### src/rtl/sensor_scheduler_pkg.sv
// Shared types and helpers for the sensor scheduler: FSM state encoding,
// default sample width and a one-hot to index converter.
package sensor_sched_pkg;

  localparam int DEFAULT_DATA_W = 16;
  localparam int MAX_CH         = 16;

  typedef enum logic [1:0] {IDLE, ISSUE, WAIT, RESP} state_t;

  // Index of the (single) set bit of a one-hot vector; zero when none is set.
  function automatic logic [3:0] grant_index(input logic [MAX_CH-1:0] onehot);
    grant_index = '0;
    for (int i = 0; i < MAX_CH; i++) begin
      if (onehot[i]) grant_index = 4'(i);
    end
  endfunction

endpackage

### src/rtl/sensor_scheduler_if.sv
// Request, shared-datapath and response signals of the sensor scheduler.
// slave is the scheduler's view, master is the surrounding environment's view.
interface sensor_scheduler_if
  import sensor_sched_pkg::*;
#(
  parameter int N_CH   = 4,
  parameter int DATA_W = DEFAULT_DATA_W
);
  localparam int CH_W = $clog2(N_CH);

  logic [N_CH-1:0]        req;
  logic [N_CH*DATA_W-1:0] req_data;
  logic [N_CH-1:0]        req_ack;
  logic [DATA_W-1:0]      si_sensor_data;
  logic                   si_data_valid;
  logic [DATA_W-1:0]      si_processed_data;
  logic                   si_decision;
  logic                   rsp_valid;
  logic                   rsp_ready;
  logic [CH_W-1:0]        rsp_ch;
  logic [DATA_W-1:0]      rsp_data;
  logic                   rsp_decision;
  logic                   busy;

  modport slave (
    input  req, req_data, si_processed_data, si_decision, rsp_ready,
    output req_ack, si_sensor_data, si_data_valid,
           rsp_valid, rsp_ch, rsp_data, rsp_decision, busy
  );

  modport master (
    output req, req_data, si_processed_data, si_decision, rsp_ready,
    input  req_ack, si_sensor_data, si_data_valid,
           rsp_valid, rsp_ch, rsp_data, rsp_decision, busy
  );

endinterface

### src/rtl/sensor_scheduler_rr_arbiter.sv
// Combinational round-robin arbiter: grants the first requester at or above
// the pointer, wrapping at N_CH-1 back to channel 0.
module rr_arbiter
  import sensor_sched_pkg::*;
#(
  parameter int N_CH = 4,
  localparam int CH_W = $clog2(N_CH)
) (
  input  logic [N_CH-1:0] req,
  input  logic [CH_W-1:0] pointer,
  output logic [N_CH-1:0] grant,
  output logic [CH_W-1:0] grant_idx,
  output logic            any_req
);

  logic found;
  int   idx;

  always_comb begin
    grant = '0;
    found = 1'b0;
    idx   = 0;
    for (int i = 0; i < N_CH; i++) begin
      idx = int'(pointer) + i;
      if (idx >= N_CH) idx = idx - N_CH;
      if (!found && req[idx]) begin
        grant[idx] = 1'b1;
        found      = 1'b1;
      end
    end
  end

  assign grant_idx = CH_W'(grant_index(MAX_CH'(grant)));
  assign any_req   = |req;

endmodule

### src/rtl/sensor_scheduler.sv
// Shares one sensor datapath between N_CH channels: arbitrate, issue a single
// data_valid, wait RESULT_LAT cycles, capture the result and hand it back.
module sensor_scheduler
  import sensor_sched_pkg::*;
#(
  parameter int N_CH       = 4,
  parameter int DATA_W     = DEFAULT_DATA_W,
  parameter int RESULT_LAT = 1
) (
  input  logic               clk,
  input  logic               rst_n,
  sensor_scheduler_if.slave  bus
);

  localparam int CH_W  = $clog2(N_CH);
  localparam int CNT_W = $clog2(RESULT_LAT + 1);

  state_t            state, next_state;
  logic [CH_W-1:0]   ptr, grant_q, rsp_ch_q, arb_idx;
  logic [N_CH-1:0]   grant_oh_q, arb_grant;
  logic              arb_any;
  logic [DATA_W-1:0] sample_q, rsp_data_q;
  logic              rsp_dec_q;
  logic [CNT_W-1:0]  wait_cnt;

  rr_arbiter #(.N_CH(N_CH)) u_arb (
    .req       (bus.req),
    .pointer   (ptr),
    .grant     (arb_grant),
    .grant_idx (arb_idx),
    .any_req   (arb_any)
  );

  always_ff @(posedge clk or negedge rst_n) begin
    if (!rst_n) state <= IDLE;
    else        state <= next_state;
  end

  always_comb begin
    next_state = state;
    case (state)
      IDLE:  if (arb_any) next_state = ISSUE;
      ISSUE: next_state = WAIT;
      WAIT:  if (wait_cnt == CNT_W'(1)) next_state = RESP;
      RESP:  if (bus.rsp_ready) next_state = IDLE;
      default: next_state = IDLE;
    endcase
  end

  // Grant, sample, wait counter, captured result and the fairness pointer.
  always_ff @(posedge clk or negedge rst_n) begin
    if (!rst_n) begin
      ptr        <= '0;
      grant_q    <= '0;
      grant_oh_q <= '0;
      sample_q   <= '0;
      wait_cnt   <= '0;
      rsp_ch_q   <= '0;
      rsp_data_q <= '0;
      rsp_dec_q  <= 1'b0;
    end else begin
      case (state)
        IDLE: if (arb_any) begin
          grant_q    <= arb_idx;
          grant_oh_q <= arb_grant;
          sample_q   <= bus.req_data[arb_idx*DATA_W +: DATA_W];
        end
        ISSUE: wait_cnt <= CNT_W'(RESULT_LAT);
        WAIT: begin
          wait_cnt <= wait_cnt - CNT_W'(1);
          if (wait_cnt == CNT_W'(1)) begin
            rsp_ch_q   <= grant_q;
            rsp_data_q <= bus.si_processed_data;
            rsp_dec_q  <= bus.si_decision;
          end
        end
        RESP: if (bus.rsp_ready) begin
          ptr <= (grant_q == CH_W'(N_CH - 1)) ? '0 : grant_q + CH_W'(1);
        end
        default: ;
      endcase
    end
  end

  always_comb begin
    bus.req_ack        = (state == ISSUE) ? grant_oh_q : '0;
    bus.si_data_valid  = (state == ISSUE);
    bus.si_sensor_data = sample_q;
    bus.rsp_valid      = (state == RESP);
    bus.rsp_ch         = rsp_ch_q;
    bus.rsp_data       = rsp_data_q;
    bus.rsp_decision   = rsp_dec_q;
    bus.busy           = (state != IDLE);
  end

endmodule

### src/flat_wrapper.sv
// flat-port wrapper written by rule: the top's interface ports become plain ports
module sensor_scheduler_flat import sensor_sched_pkg::*;
#(
  parameter int N_CH       = 4,
  parameter int DATA_W     = DEFAULT_DATA_W,
  parameter int RESULT_LAT = 1
)
  (clk, rst_n, bus_req, bus_req_data, bus_si_processed_data, bus_si_decision, bus_rsp_ready, bus_req_ack, bus_si_sensor_data, bus_si_data_valid, bus_rsp_valid, bus_rsp_ch, bus_rsp_data, bus_rsp_decision, bus_busy);
  sensor_scheduler_if #(.N_CH(N_CH), .DATA_W(DATA_W)) bus_i ();
  input  logic clk;
  input  logic rst_n;
  input wire logic [$bits(bus_i.req)-1:0] bus_req;
  input wire logic [$bits(bus_i.req_data)-1:0] bus_req_data;
  input wire logic [$bits(bus_i.si_processed_data)-1:0] bus_si_processed_data;
  input wire logic [$bits(bus_i.si_decision)-1:0] bus_si_decision;
  input wire logic [$bits(bus_i.rsp_ready)-1:0] bus_rsp_ready;
  output wire logic [$bits(bus_i.req_ack)-1:0] bus_req_ack;
  output wire logic [$bits(bus_i.si_sensor_data)-1:0] bus_si_sensor_data;
  output wire logic [$bits(bus_i.si_data_valid)-1:0] bus_si_data_valid;
  output wire logic [$bits(bus_i.rsp_valid)-1:0] bus_rsp_valid;
  output wire logic [$bits(bus_i.rsp_ch)-1:0] bus_rsp_ch;
  output wire logic [$bits(bus_i.rsp_data)-1:0] bus_rsp_data;
  output wire logic [$bits(bus_i.rsp_decision)-1:0] bus_rsp_decision;
  output wire logic [$bits(bus_i.busy)-1:0] bus_busy;
  assign bus_i.req = bus_req;
  assign bus_i.req_data = bus_req_data;
  assign bus_i.si_processed_data = bus_si_processed_data;
  assign bus_i.si_decision = bus_si_decision;
  assign bus_i.rsp_ready = bus_rsp_ready;
  assign bus_req_ack = bus_i.req_ack;
  assign bus_si_sensor_data = bus_i.si_sensor_data;
  assign bus_si_data_valid = bus_i.si_data_valid;
  assign bus_rsp_valid = bus_i.rsp_valid;
  assign bus_rsp_ch = bus_i.rsp_ch;
  assign bus_rsp_data = bus_i.rsp_data;
  assign bus_rsp_decision = bus_i.rsp_decision;
  assign bus_busy = bus_i.busy;
  sensor_scheduler #(.N_CH(N_CH), .DATA_W(DATA_W), .RESULT_LAT(RESULT_LAT)) u_core (.clk(clk), .rst_n(rst_n), .bus(bus_i));
endmodule
### config.mk
export PLATFORM = sky130hd
export DESIGN_NAME = sensor_scheduler_flat
export DESIGN_NICKNAME = d
export VERILOG_FILES = /design/src/rtl/sensor_scheduler_pkg.sv /design/src/rtl/sensor_scheduler_if.sv /design/src/rtl/sensor_scheduler_rr_arbiter.sv /design/src/rtl/sensor_scheduler.sv /design/src/flat_wrapper.sv
export SDC_FILE = /design/constraint.sdc
export NUM_CORES = 1
export LEC_CHECK = 0
export BUFFER_PORTS_ARGS = -buffer_cell sky130_fd_sc_hd__buf_4
export CAP_MARGIN = 20
export CORE_AREA = 2 2 68 103
export DETAILED_ROUTE_END_ITERATION = 10
export DIE_AREA = 0 0 70 105
export PLACE_DENSITY = 0.85
export SYNTH_ARGS = -nofsm -noshare
export SYNTH_HDL_FRONTEND = slang
export SYNTH_HIERARCHICAL = 1
export SYNTH_SLANG_ARGS = --single-unit
### constraint.sdc
create_clock -name clk -period 3.25 [get_ports clk]
set_clock_uncertainty 0.15 [all_clocks]
set_input_delay 0.325 -clock clk [delete_from_list [all_inputs] [get_ports clk]]
set_output_delay 0.325 -clock clk [all_outputs]
set_load 0.05 [all_outputs]
* After elaboration in Yosys (flattened, before gate mapping)
Index checks and enable logic that the tools add are counted.
W data, S select, Z words.
** Operators by class
- Add/subtract/negate cells :: 9
- Order comparisons :: 12
- Equal/unequal tests :: 7
- Shift operators :: 1
- Multiplexer cells :: 41
- Bitwise gates (word level) :: 3
- Reductions and logical operators :: 18
** Operator list (number)
- $ge A32 B1 Y1 const B :: 4
- $lt A32 B4 Y1 const B :: 4
- $mux W32 :: 4
- $shiftx A64 B7 Y16 :: 1
- $mux W4 :: 5
- $mux W1 :: 16
- $mux W2 :: 6
- $or A4 B4 Y4 :: 3
- $sub A3 B3 Y4 const B :: 3
- $ge A3 B3 Y1 const B :: 3
- $bmux W1 S2 :: 4
- $demux W1 S2 :: 4
- $pmux W2 S4 :: 1
- $logic_and A1 B1 Y1 :: 7
- $add A2 B2 Y3 const B :: 2
- $eq A2 B2 Y1 const B :: 3
- $reduce_and A2 Y1 :: 3
- $ne A2 B1 Y1 const B :: 2
- $reduce_bool A2 Y1 :: 2
- $reduce_or A4 Y1 :: 1
- $sub A2 B3 Y4 const B :: 1
- $add A2 B1 Y3 const B :: 1
- $ge A2 B3 Y1 const B :: 1
- $logic_not A1 Y1 :: 3
- 7 further kinds :: 7
** Word-level totals
- Bits in registers :: 46
- Input bits :: 88
- Output and inout port bits :: 42
- Logic and storage cells :: 100

* Logic depth before layout (Yosys ltp)
Gate-level depths: netlist of run 1.
- Depth after elaboration :: 19
- Mapped depth :: 11
- Mapped depth without buffers :: 9

* Cells and area by module
The synthesis of run 1 kept the hierarchy.
** Modules (own cells, without submodules)
- sensor_scheduler :: times used 1, cells each 174, area an instance 2275.9 µm², seq. area each 1151.1 µm²
- rr_arbiter :: times used 1, cells each 36, area an instance 360.3 µm², seq. area each 0.0 µm²

* Worst setup path after synthesis of run 1
Ideal clock, no wire load.
- Kind :: register to register
- Start :: register u_core.ptr[0]
- End :: register u_core.sample_q[15] (netlist: u_core/bus.si_sensor_data[15])
- Setup time :: 134 ps
- Arrival :: 2779 ps
- Required time :: 2966 ps
- Setup slack :: 187 ps
- Cell stages (with the launch flop) :: 11
- Buffers on the path :: 2
- Period minus slack after synthesis :: 3063 ps
- Cells stage by stage :: dfrtp_1 -> inv_1 -> ha_1 -> mux4_2 -> nor4b_4 -> a221o_1 -> o21bai_1 -> buf_2 -> buf_2 -> mux2i_1 -> o221ai_2
** Between the ends
- Elaborated cells on any way between the ends :: 67
- Those cells by class :: add/sub: 7; order compare: 12; shift: 1; mux: 34; bitwise: 3; reduce/logical: 10
** RTL lines
- start, declared :: line sensor_scheduler.sv:19 : logic [CH_W-1:0] ptr, grant_q, rsp_ch_q, arb_idx;
- start signal, assigned :: line sensor_scheduler.sv:78 : ptr <= (grant_q == CH_W'(N_CH - 1)) ? '0 : grant_q + CH_W'(1);
- branches (longest 14 deep; another with $ge A32 B1 Y1)
- $mux W4 * :: line sensor_scheduler_rr_arbiter.sv:26 : if (!found && req[idx]) begin
- net u_core.arb_grant[3] :: line sensor_scheduler.sv:20 : logic [N_CH-1:0] grant_oh_q, arb_grant;
- $mux W2 * :: line sensor_scheduler_pkg.sv:14 : if (onehot[i]) grant_index = 4'(i);
- net u_core.arb_idx[0] :: line sensor_scheduler.sv:19
- $shiftx A64 B7 Y16 * :: line sensor_scheduler.sv:66 : sample_q <= bus.req_data[arb_idx*DATA_W +: DATA_W];
- end signal, assigned :: line sensor_scheduler.sv:66
- end, declared :: line sensor_scheduler.sv:22 : logic [DATA_W-1:0] sample_q, rsp_data_q;
Mark *: on every way through the listed nets, which the timed path passes. The select of a mux whose other input is x is not followed.
A chain may end at the register's enable or synchronous reset.

* Worst setup path after layout of run 1
- Start :: register u_core.ptr[1]
- End :: register u_core.sample_q[13] (netlist: u_core/bus.si_sensor_data[13])
** Between the ends
- Cells in the longest elaborated chain, start to end :: 19
- Elaborated cells on any way between the ends :: 67
- Those cells by class :: add/sub: 7; order compare: 12; shift: 1; mux: 34; bitwise: 3; reduce/logical: 10
** RTL lines (line)
- branches (longest 14 deep; another with $ge A32 B1 Y1)
- $mux W4 * :: sensor_scheduler_rr_arbiter.sv:26
- $mux W1 :: sensor_scheduler_pkg.sv:14
- $mux W2 :: sensor_scheduler_pkg.sv:14
- $mux W2 * :: sensor_scheduler_pkg.sv:14
- net u_core.arb_idx[0] :: sensor_scheduler.sv:19
- $shiftx A64 B7 Y16 * :: sensor_scheduler.sv:66
Marked as above.

==> reports/metrics.cfg, run 1 <==
[synthesis]
synth-xor-area-share_pct=0
syn-num-nets=311
synthSimpleGateAreaFrac_pct=8.12
yosysWarnings=6
syn-instance-count=210
yosysTopAreaCellShare_pct=43.7
synthAdderAreaFrac_pct=6.17
synth_mux_area_share_pct=27.2
syn_area_per_cell_um2=12.6
ys_types=29
synth-edff-count=0
synth-compound-area-share_pct=11.3
synth_top_family_by_area=multiplexers
ys_seq_area_share_pct=43.7
synth_ff_type=dfrtp_1
ys_top_cells_by_area=dfrtp_1 (44%), mux2i_1 (12%), mux2_2 (12%), ha_1 (6.2%), o221ai_2 (5.7%)
synth_seq_cells=46
netlist_area_um2=2640
async_reset_ff_share_pct=100
yosys.area.top_type=dfrtp_1

[placement]
dp_hpwl_mm=5.36
gp_congestion=0.856
io_buffer_count=129

[clocking]
cts_tree=done
cts-root-buf=clkbuf_8
cts_inserted_buffers=5
htree_num_levels=2
cts_sinks=46
clockBufferDepth=2
insertion_delay_ns=0.30
cts.clk_slew.worst_paths_ns=0.10

[grt]
grt_pass1_vias=2413
antenna_found_initial=0
grt_usage_pct=18.9
grt_use_met3_pct=4.15
overflow=0
gr-usage-met1_pct=20.0
use_met2_pct=36.9
grt_max_degree=47
grt_pass1_wl_mm=11.1
grt-busiest-layer=met2

[setup_path]
crit_chain=inv_1 > ha_1 > mux4_2 > nor4b_4 > a221oi_1 > o21bai_4 > buf_4 > mux2i_1 > o221ai_2
cp_slowest_cell=dfrtp_2
cp.required_ns=3.29
crit_fanout=13
endpoint_kind=register
worstSetupStartpointType=register
critPathKind=register to register
crit_arrival_ns=3.05
critPathMaxStageDelay_ns=0.46
reg2reg_slack_ns=0.24

[detailed_routing]
wire_per_inst_um=16.5
drc_errors=0
first_pass_iters=4
via_per_inst=5.23
vias=2190
wl_mm=6.90
ant_nets=0
first_iter_violations=98

[job]
maxCapViolations=0

[layout]
syn_to_final_growth_pct=45.3
drive_gt1_share_pct=55.4
n_antenna_cell=0
final_util_pct=59.9
nNetsFinal=443
num-fill-cells=542

[sta]
setup_tns_ns=0
rsz0062_at_grt=false
fmax_mhz=332
slew-limit-headroom_pct=46.3
setup_viol=0
worstMarginPinSlew_ns=0.803
fin_crit_sh_pct=92.6
slew_violations=0
period_minus_slack_ns=3.01
finalHoldViolations=0

[power]
irDropWorstVdd_mv=0.691
p_leak_uw=0.00188
power.density_nw_per_um2=1260

[floorplanning]
fp.dieW_um=70
die_h_um=105
die-area_um2=7350
io-pin-count=130
fp-row-count=36
core-area_um2=6400
start_util_pct=41.2

[run_status]
status=finished clean

[hold_path]
hp-class=input port to register

## worst max-delay path, delay by kind of cell (launching register included)
family	cells	cell delay [ns]
adder cells (fa/ha/maj)	1	0.32
AO/OA/AOI/OAI	3	0.54
buffers and inverters	2	0.38
flip-flops	1	0.46
AND/OR/NAND/NOR	1	0.36
multiplexers	2	0.69
## cell usage after synthesis, types with 3 or more instances
| cell | count |
|---|---|
| dfrtp_1 | 46 |
| and2_1 | 4 |
| o21ai_0 | 4 |
| buf_2 | 8 |
| nand2_1 | 29 |
| ha_1 | 13 |
| o221ai_1 | 6 |
| inv_1 | 8 |
| mux2i_1 | 32 |
| mux4_2 | 3 |
| mux2_2 | 27 |
| o221ai_2 | 10 |
## layer usage
layer | part of all wire (%) | vias up
li1 | - | 1039
met1 | 35 | 1072
met2 | 58 | 74
met3 | 5.5 | 5
met4 | 1.1 | 0
met5 | 0 | -
## path summary, 6_finish.rpt
check,endpoint,start,cells past startpoint
min in group asynchronous,u_core/bus.rsp_data[8],rst_n,2
max,u_core/bus.si_sensor_data[13],u_core/ptr[1],9
max reg2reg,u_core/bus.si_sensor_data[13],u_core/ptr[1],9
min,u_core/bus.rsp_data[12],bus_si_processed_data[12],2
max in group asynchronous,u_core/ptr[1],rst_n,2
min reg2reg,u_core/bus.si_sensor_data[4],u_core/bus.si_sensor_data[4],2
## state kept, by name (all words and copies together), names as in the netlist
signal	flops
u_core/bus.rsp_ch	2
u_core/bus.rsp_data	16
u_core/bus.rsp_decision	1
u_core/bus.si_sensor_data	16
u_core/grant_oh_q	4
u_core/grant_q	2
u_core/ptr	2
u_core/state	2
u_core/wait_cnt	1
## area by class of cell
class                   instances  area (µm²)  share of cell area, %
clock buffers                   5        68.8                   1.80
well taps                      76        95.1                   2.48
repair buffers                136        1040                   27.0
flip-flops and latches         46        1150                   30.1
clock inverters                 3        43.8                   1.14
inverters                       8        30.0                  0.784
multi-input cells             145        1400                   36.7
## logic make-up after synthesis
kind of cell | count (synthesis)
AND/OR/NAND/NOR | 41
adder cells (fa/ha/maj) | 13
multiplexers | 63
buffers and inverters | 19
flip-flops | 46
AO/OA/AOI/OAI | 28
## placed cells by master (no fill, tap or decap), types with 2 or more instances in the layout
cell,instances
mux2i_1,32
ha_1,13
o221ai_1,6
o221ai_2,10
and2_1,4
o21ai_0,4
inv_1,8
dfrtp_1,45
or2_1,2
a221oi_1,2
clkbuf_8,5
mux4_2,3
buf_4,134
a221o_2,2
mux2_2,27
nand2_1,29
## per-stage QoR
step / instance area, µm² / hold slack (ns) / cells / power [µW] / setup slack, ns
6_report: 3830 / 0.0956 / 419 / 4820 / 0.241
5_1_grt: 3830 / 0.0911 / 419 / 5110 / 0.0786
4_1_cts: 3830 / 0.0926 / 419 / 4860 / 0.137
3_5_place_dp: 3710 / 0.224 / 410 / 4420 / 0.153
3_3_place_gp: 3710 / 0.213 / 410 / 4310 / 0.295
2_1_floorplan: 2640 / -0.121 / 210 / 3510 / 0.187
## timing repair
item	4_1_cts	5_1_grt
gates resized for setup	0	1
hold buffers	1	0
setup endpoints to repair	0	7
hold endpoints to repair	46	0
setup buffers	0	0
## where the power goes
group | total [µW] | switching [µW] | internal [µW]
logic | 3350 | 1990 | 1360
clock network | 440 | 209 | 231
registers | 1030 | 171 | 864
total | 4820 | 2370 | 2450
(Power assumes the default switching activity.)
==> run 2: changes to the inputs <==
--- a/config.mk
+++ b/config.mk
@@ -7,11 +7,12 @@
 export LEC_CHECK = 0
 export BUFFER_PORTS_ARGS = -buffer_cell sky130_fd_sc_hd__buf_4
 export CAP_MARGIN = 20
-export CORE_AREA = 2 2 68 103
+export CORE_AREA = 2 2 74 112
 export DETAILED_ROUTE_END_ITERATION = 10
-export DIE_AREA = 0 0 70 105
-export PLACE_DENSITY = 0.85
+export DIE_AREA = 0 0 76 114
+export PLACE_DENSITY = 0.75
 export SYNTH_ARGS = -nofsm -noshare
 export SYNTH_HDL_FRONTEND = slang
 export SYNTH_HIERARCHICAL = 1
 export SYNTH_SLANG_ARGS = --single-unit
+export TNS_END_PERCENT = 30
==> constraint.sdc (replaced) <==
create_clock -name clk -period 3.25 [get_ports clk]
set_clock_uncertainty 0.15 [all_clocks]
set_input_delay 0.1625 -clock clk [delete_from_list [all_inputs] [get_ports clk]]
set_output_delay 0.1625 -clock clk [all_outputs]
set_load 0.05 [all_outputs]
==> run 2 against run 1 <==
Compared with the run above:
- core utilization is 7.1 points lower
- largest cell class unchanged
- count of clock-buffer cells in the layout stayed put
- fmax increased by 2.5%
- global-route usage decreased by 2.6 points
- die area rose by 18%
- critical path type unchanged
- sequential share of layout area fell by 2.0 points
- total power increased by 2.9%
- final cell count grew 11%
- setup slack better by 0.074 ns
- final area up 7.0%
- first-iteration DRC count is 11% lower
==> reports/metrics.cfg, run 2 (synthesized netlist as in run 1, its figures left out) <==
[setup_path]
endpoint_kind=register
path_delay_family=multiplexers
worstSetupStartpointType=register
crit_chain=inv_1 > ha_1 > mux4_2 > nor4b_4 > a221oi_1 > o21bai_4 > buf_12 > mux2i_1 > o221ai_2
crit_arrival_ns=2.95
cp.required_ns=3.26
crit_buf_inv=2
critPathMaxStageDelay_ns=0.40
crit_fanout=16
critPathKind=register to register
cp_slowest_cell=mux4_2

[detailed_routing]
vias=2243
dr_wl_met3_um=303
wire_per_inst_um=15.0
drt-met1-wl_mm=2.65
top_layer=met4
via_per_inst=4.80
wl_mm=7.02
first_pass_iters=4
drc_errors=0
first_iter_violations=87
ant_nets=0
wl_met2_mm=3.99

[layout]
drive_gt1_share_pct=52.8
final_common_cell=buf_4
syn_to_final_growth_pct=55.4
n_antenna_cell=0
final_cell_mix=buf_4 (135), dfrtp_1 (46), mux2i_1 (32)
nNetsFinal=462

[floorplanning]
die_h_um=114
fp.dieW_um=76
fp-row-count=40
start_util_pct=34.0
core-area_um2=7760
io-pin-count=130
die-area_um2=8660

[clocking]
postCtsSetupBuffers=0
cts_inserted_buffers=5
htree_num_levels=2
cts_tree=done
cts-resized-gates=0
cts-root-buf=clkbuf_16
clockBufferDepth=2
insertion_delay_ns=0.28
cts.clk_slew.worst_paths_ns=0.06
cts_sinks=46

[grt]
grt_max_degree=47
antenna_found_initial=0
grt_pass1_wl_mm=11.3
grt_usage_pct=16.2
grt_pass1_vias=2320
overflow=0

[sta]
fmax_mhz=341
setup_viol=0
setup_tns_ns=0
slew-limit-headroom_pct=47.1
slew_violations=0
holdWs_ns=0.0448
finalHoldViolations=0
worstMarginPinSlew_ns=0.792
fin_crit_sh_pct=90.3
rsz0062_at_grt=false
period_minus_slack_ns=2.94

[placement]
dp_hpwl_mm=5.16
io_buffer_count=129
gp_congestion=0.740

[power]
p_leak_uw=0.00198
p_switching_uw=2390
power.density_nw_per_um2=1210
p_clk_share_pct=10.3
p_int_uw=2580
p_comb_share_pct=69.1
irDropWorstVdd_mv=0.719
finalPower_uw=4960
p_sw_share_pct=48.1
power_frac_seq_pct=20.6

[job]
maxCapViolations=0

[hold_path]
hp-class=input port to register

[run_status]
status=finished clean

## run 2: path summary, 6_finish.rpt
path                            depth (start not counted)                         start  slack [ns]                           end
worst max-delay path                                    9                 u_core/ptr[0]        0.31  u_core/bus.si_sensor_data[6]
worst min-delay path                                    3               bus_req_data[7]        0.04  u_core/bus.si_sensor_data[7]
worst max register to register                          9                 u_core/ptr[0]        0.31  u_core/bus.si_sensor_data[6]
worst min register to register                          2  u_core/bus.si_sensor_data[3]        0.34  u_core/bus.si_sensor_data[3]
max in group asynchronous                               2                         rst_n        2.24          u_core/grant_oh_q[2]
min in group asynchronous                               2                         rst_n        0.28        u_core/bus.rsp_data[8]
## run 2: tightest hold or removal path, cell delays in order
cell,delay [ns]
buf_4,0.08
mux2i_1,0.07
o221ai_2,0.14
## run 2: layer usage
metal / global-route usage, % / vias up
met4: 4.73 / 0
met3: 2.45 / 5
met1: 18.4 / 1075
met5: 0 / -
li1: - / 1081
met2: 31.4 / 82
## run 2: metrics by stage
stage	setup WS [ns]	std cells	instance area [µm²]	util, %
finish	0.315	467	4100	52.8
global route	0.135	467	4100	52.8
detailed placement	0.352	441	3770	48.6
floorplan	0.187	210	2640	-
CTS	0.337	467	4100	52.8
global placement	0.438	441	3770	48.6
## run 2: final cells by class
class / count / area, µm²
tap: 105 / 131
sequential: 46 / 1150
inverter: 8 / 30.0
fill: 702 / 3660
clock buffer: 5 / 125
clock inverter: 3 / 21.3
multi-input combinational: 145 / 1400
timing repair buffer: 155 / 1230
## run 2: power groups by stage
stage | Combinational, µW | Sequential, µW | Clock, µW
after CTS | 3460 | 1020 | 524
after global routing | 3650 | 1060 | 543
after detailed placement | 3450 | 1030 | 0
after floorplan | 1720 | 1790 | 0
after global placement | 3390 | 1020 | 0
final | 3430 | 1020 | 511
## run 2: timing repair
item | 4_1_cts | 5_1_grt
hold buffers | 18 | 0
endpoints found under the hold margin | 63 | 0
endpoints found under the setup margin | 0 | 0
==> run 3: changes to the inputs <==
--- a/config.mk
+++ b/config.mk
@@ -7,12 +7,11 @@
 export LEC_CHECK = 0
 export BUFFER_PORTS_ARGS = -buffer_cell sky130_fd_sc_hd__buf_4
 export CAP_MARGIN = 20
-export CORE_AREA = 2 2 74 112
+export CORE_AREA = 10 10 85 124
 export DETAILED_ROUTE_END_ITERATION = 10
-export DIE_AREA = 0 0 76 114
-export PLACE_DENSITY = 0.75
+export DIE_AREA = 0 0 95 134
+export PLACE_DENSITY = 0.72
 export SYNTH_ARGS = -nofsm -noshare
 export SYNTH_HDL_FRONTEND = slang
-export SYNTH_HIERARCHICAL = 1
 export SYNTH_SLANG_ARGS = --single-unit
 export TNS_END_PERCENT = 30
==> constraint.sdc (replaced) <==
create_clock -name clk -period 3.6 [get_ports clk]
set_clock_uncertainty 0.15 [all_clocks]
set_input_delay 0.18 -clock clk [delete_from_list [all_inputs] [get_ports clk]]
set_output_delay 0.18 -clock clk [all_outputs]
set_load 0.05 [all_outputs]
==> run 3 against run 2 <==
Compared with the run above:
- register-to-register slack got worse by 0.04 ns
- sequential power fell by 4%
- synthesized cell count rose by 28%
- fmax fell by 12%
- clock power rose by 3%
- first-iteration DRC count rose by 75%
- routed wire length rose by 45%
- via count rose by 27%
- global-route usage fell by 0.20 points
- final cell count rose by 14%
- largest power group unchanged
==> reports/metrics.cfg, run 3 <==
[sta]
period_minus_slack_ns=3.32
fmax_mhz=301
worstMarginPinSlew_ns=0.834
slew_violations=0
fin_crit_sh_pct=92.3
slew-limit-headroom_pct=44.4
holdWs_ns=0.0218
setup_tns_ns=0
setup_viol=0
finalHoldViolations=0
rsz0062_at_grt=false

[synthesis]
ys_top_cells_by_area=dfrtp_1 (40%), mux2_2 (9.0%), ha_1 (5.7%), a311oi_1 (5.2%), o221ai_1 (4.9%)
yosys.area.top_type=dfrtp_1
yosysWarnings=0
yosysTopAreaCellShare_pct=40.2
ys_types=39
ys_seq_area_share_pct=40.2
yosys-top-cells-count=dfrtp_1 (46), mux2_2 (23), nor2b_1 (19), a31oi_1 (18), a311oi_1 (17)
synth_ff_type=dfrtp_1
async_reset_ff_share_pct=100
syn_area_per_cell_um2=10.6
synth-edff-count=0
netlist_area_um2=2860
syn-num-nets=370
synth_seq_cells=46
yosysMostFrequentCell=dfrtp_1
syn-instance-count=269

[detailed_routing]
vias=2856
wire_per_inst_um=19.1
first_iter_violations=152
wl_mm=10.2
ant_nets=0
first_pass_iters=4
drc_errors=0
via_per_inst=5.36

[clocking]
cts_sinks=46
insertion_delay_ns=0.29
cts_tree=done
htree_num_levels=2
cts_inserted_buffers=5
cts.clk_slew.worst_paths_ns=0.06
cts-root-buf=clkbuf_16
clockBufferDepth=2

[setup_path]
r2r_cells=7
cp.required_ns=3.62
endpoint_kind=register
worstSetupStartpointType=register
critPathKind=register to register
crit_arrival_ns=3.34
crit_fanout=18

[power]
power.density_nw_per_um2=1110
power_frac_seq_pct=20.0
p_int_uw=2400
p_clk_share_pct=10.7
irDropWorstVdd_mv=0.526
p_comb_share_pct=69.3
finalPower_uw=4910
p_leak_uw=0.00195
p_sw_share_pct=51.2
p_switching_uw=2520

[layout]
syn_to_final_growth_pct=55.1
final_cells=533
multiInputGateArea_um2=1590
num-fill-cells=746
nNetsFinal=526
n_antenna_cell=0
final_common_cell=buf_4
drive_gt1_share_pct=41.3
final_cell_mix=buf_4 (134), dfrtp_1 (46), dlygate4sd3_1 (34)
area.sequential_um2=1150

[floorplanning]
die_h_um=134
fp-row-count=41
start_util_pct=34.5
fp.dieW_um=95
io-pin-count=130
die-area_um2=12700
core-area_um2=8310

[job]
maxCapViolations=0

[hold_path]
hp-class=input port to register
holdPathStages=3

[placement]
io_buffer_count=129
dpl.cell_count=491
dp_hpwl_mm=7.47
gp_congestion=0.893

[run_status]
status=finished clean

[grt]
grt_pass1_wl_mm=16.2
grt_usage_pct=16.0
antenna_found_initial=0
grt_max_degree=47
grt_pass1_vias=3166
overflow=0

run 3: per-stage QoR:
step	area, µm²	utilization [%]	setup slack [ns]
6_report	4440	53.4	0.278
5_1_grt	4440	53.4	0.0298
4_1_cts	4430	53.3	0.258
3_5_place_dp	3920	47.2	0.282
3_3_place_gp	3920	47.2	0.408
2_1_floorplan	2860	-	0.627
run 3: metal layers:
layer  global-route usage, %  routed length, µm
met5                       0                  0
met4                    8.43                419
met3                    3.24                528
met2                    29.6               5680
met1                    16.2               3560
run 3: worst paths after layout:
| path | start | to | slack [ns] |
|---|---|---|---|
| hold reg to reg | u_core.bus.rsp_ch[0] | u_core.bus.rsp_ch[0] | 0.36 |
| setup / recovery | u_core.ptr[1] | u_core.bus.si_sensor_data[5] | 0.28 |
| max in group asynchronous | rst_n | u_core.bus.rsp_data[6] | 2.57 |
| setup reg to reg | u_core.ptr[1] | u_core.bus.si_sensor_data[5] | 0.28 |
| min in group asynchronous | rst_n | u_core.bus.si_sensor_data[12] | 0.31 |
| hold / removal | bus_req_data[31] | u_core.bus.si_sensor_data[15] | 0.02 |
run 3: logic make-up (layout without fill, tap and decap cells):
group	Yosys count	after routing	synth area share [%]
flip-flops	46	46	40.2
buffers and inverters	30	187	5.11
multiplexers	26	26	11.4
AO/OA/AOI/OAI	109	109	28.9
adder cells (fa/ha/maj)	13	13	5.68
AND/OR/NAND/NOR	45	45	8.74
run 3: area by class of cell:
class | instances | area share, %
inverters | 10 | 0.845
multi-input cells | 193 | 35.7
repair buffers | 169 | 30.8
flip-flops and latches | 46 | 25.9
clock buffers | 6 | 2.90
well taps | 107 | 3.01
clock inverters | 2 | 0.845
run 3: timing repair:
action                                 in CTS  in global routing
resized for setup                           0                  2
endpoints found under the hold margin      79                  0
hold buffers                               34                  0
setup endpoints to repair                   0                  2
setup buffers                               0                  0
run 3: critical path, cell delays in order (launching register included):
cell,delay (ns)
dfrtp_1,0.49
inv_1,0.15
ha_1,0.43
mux4_2,0.63
a2111o_1,0.63
a311oi_1,0.37
a21boi_0,0.23
o21ai_0,0.11
run 3: power by group through the flow:
stage	registers (µW)	clock network (µW)	logic, µW
CTS	983	541	3400
global route	1020	555	3670
detailed placement	991	0	3360
finish	982	528	3400
floorplan	1660	0	1750
global placement	974	0	3290
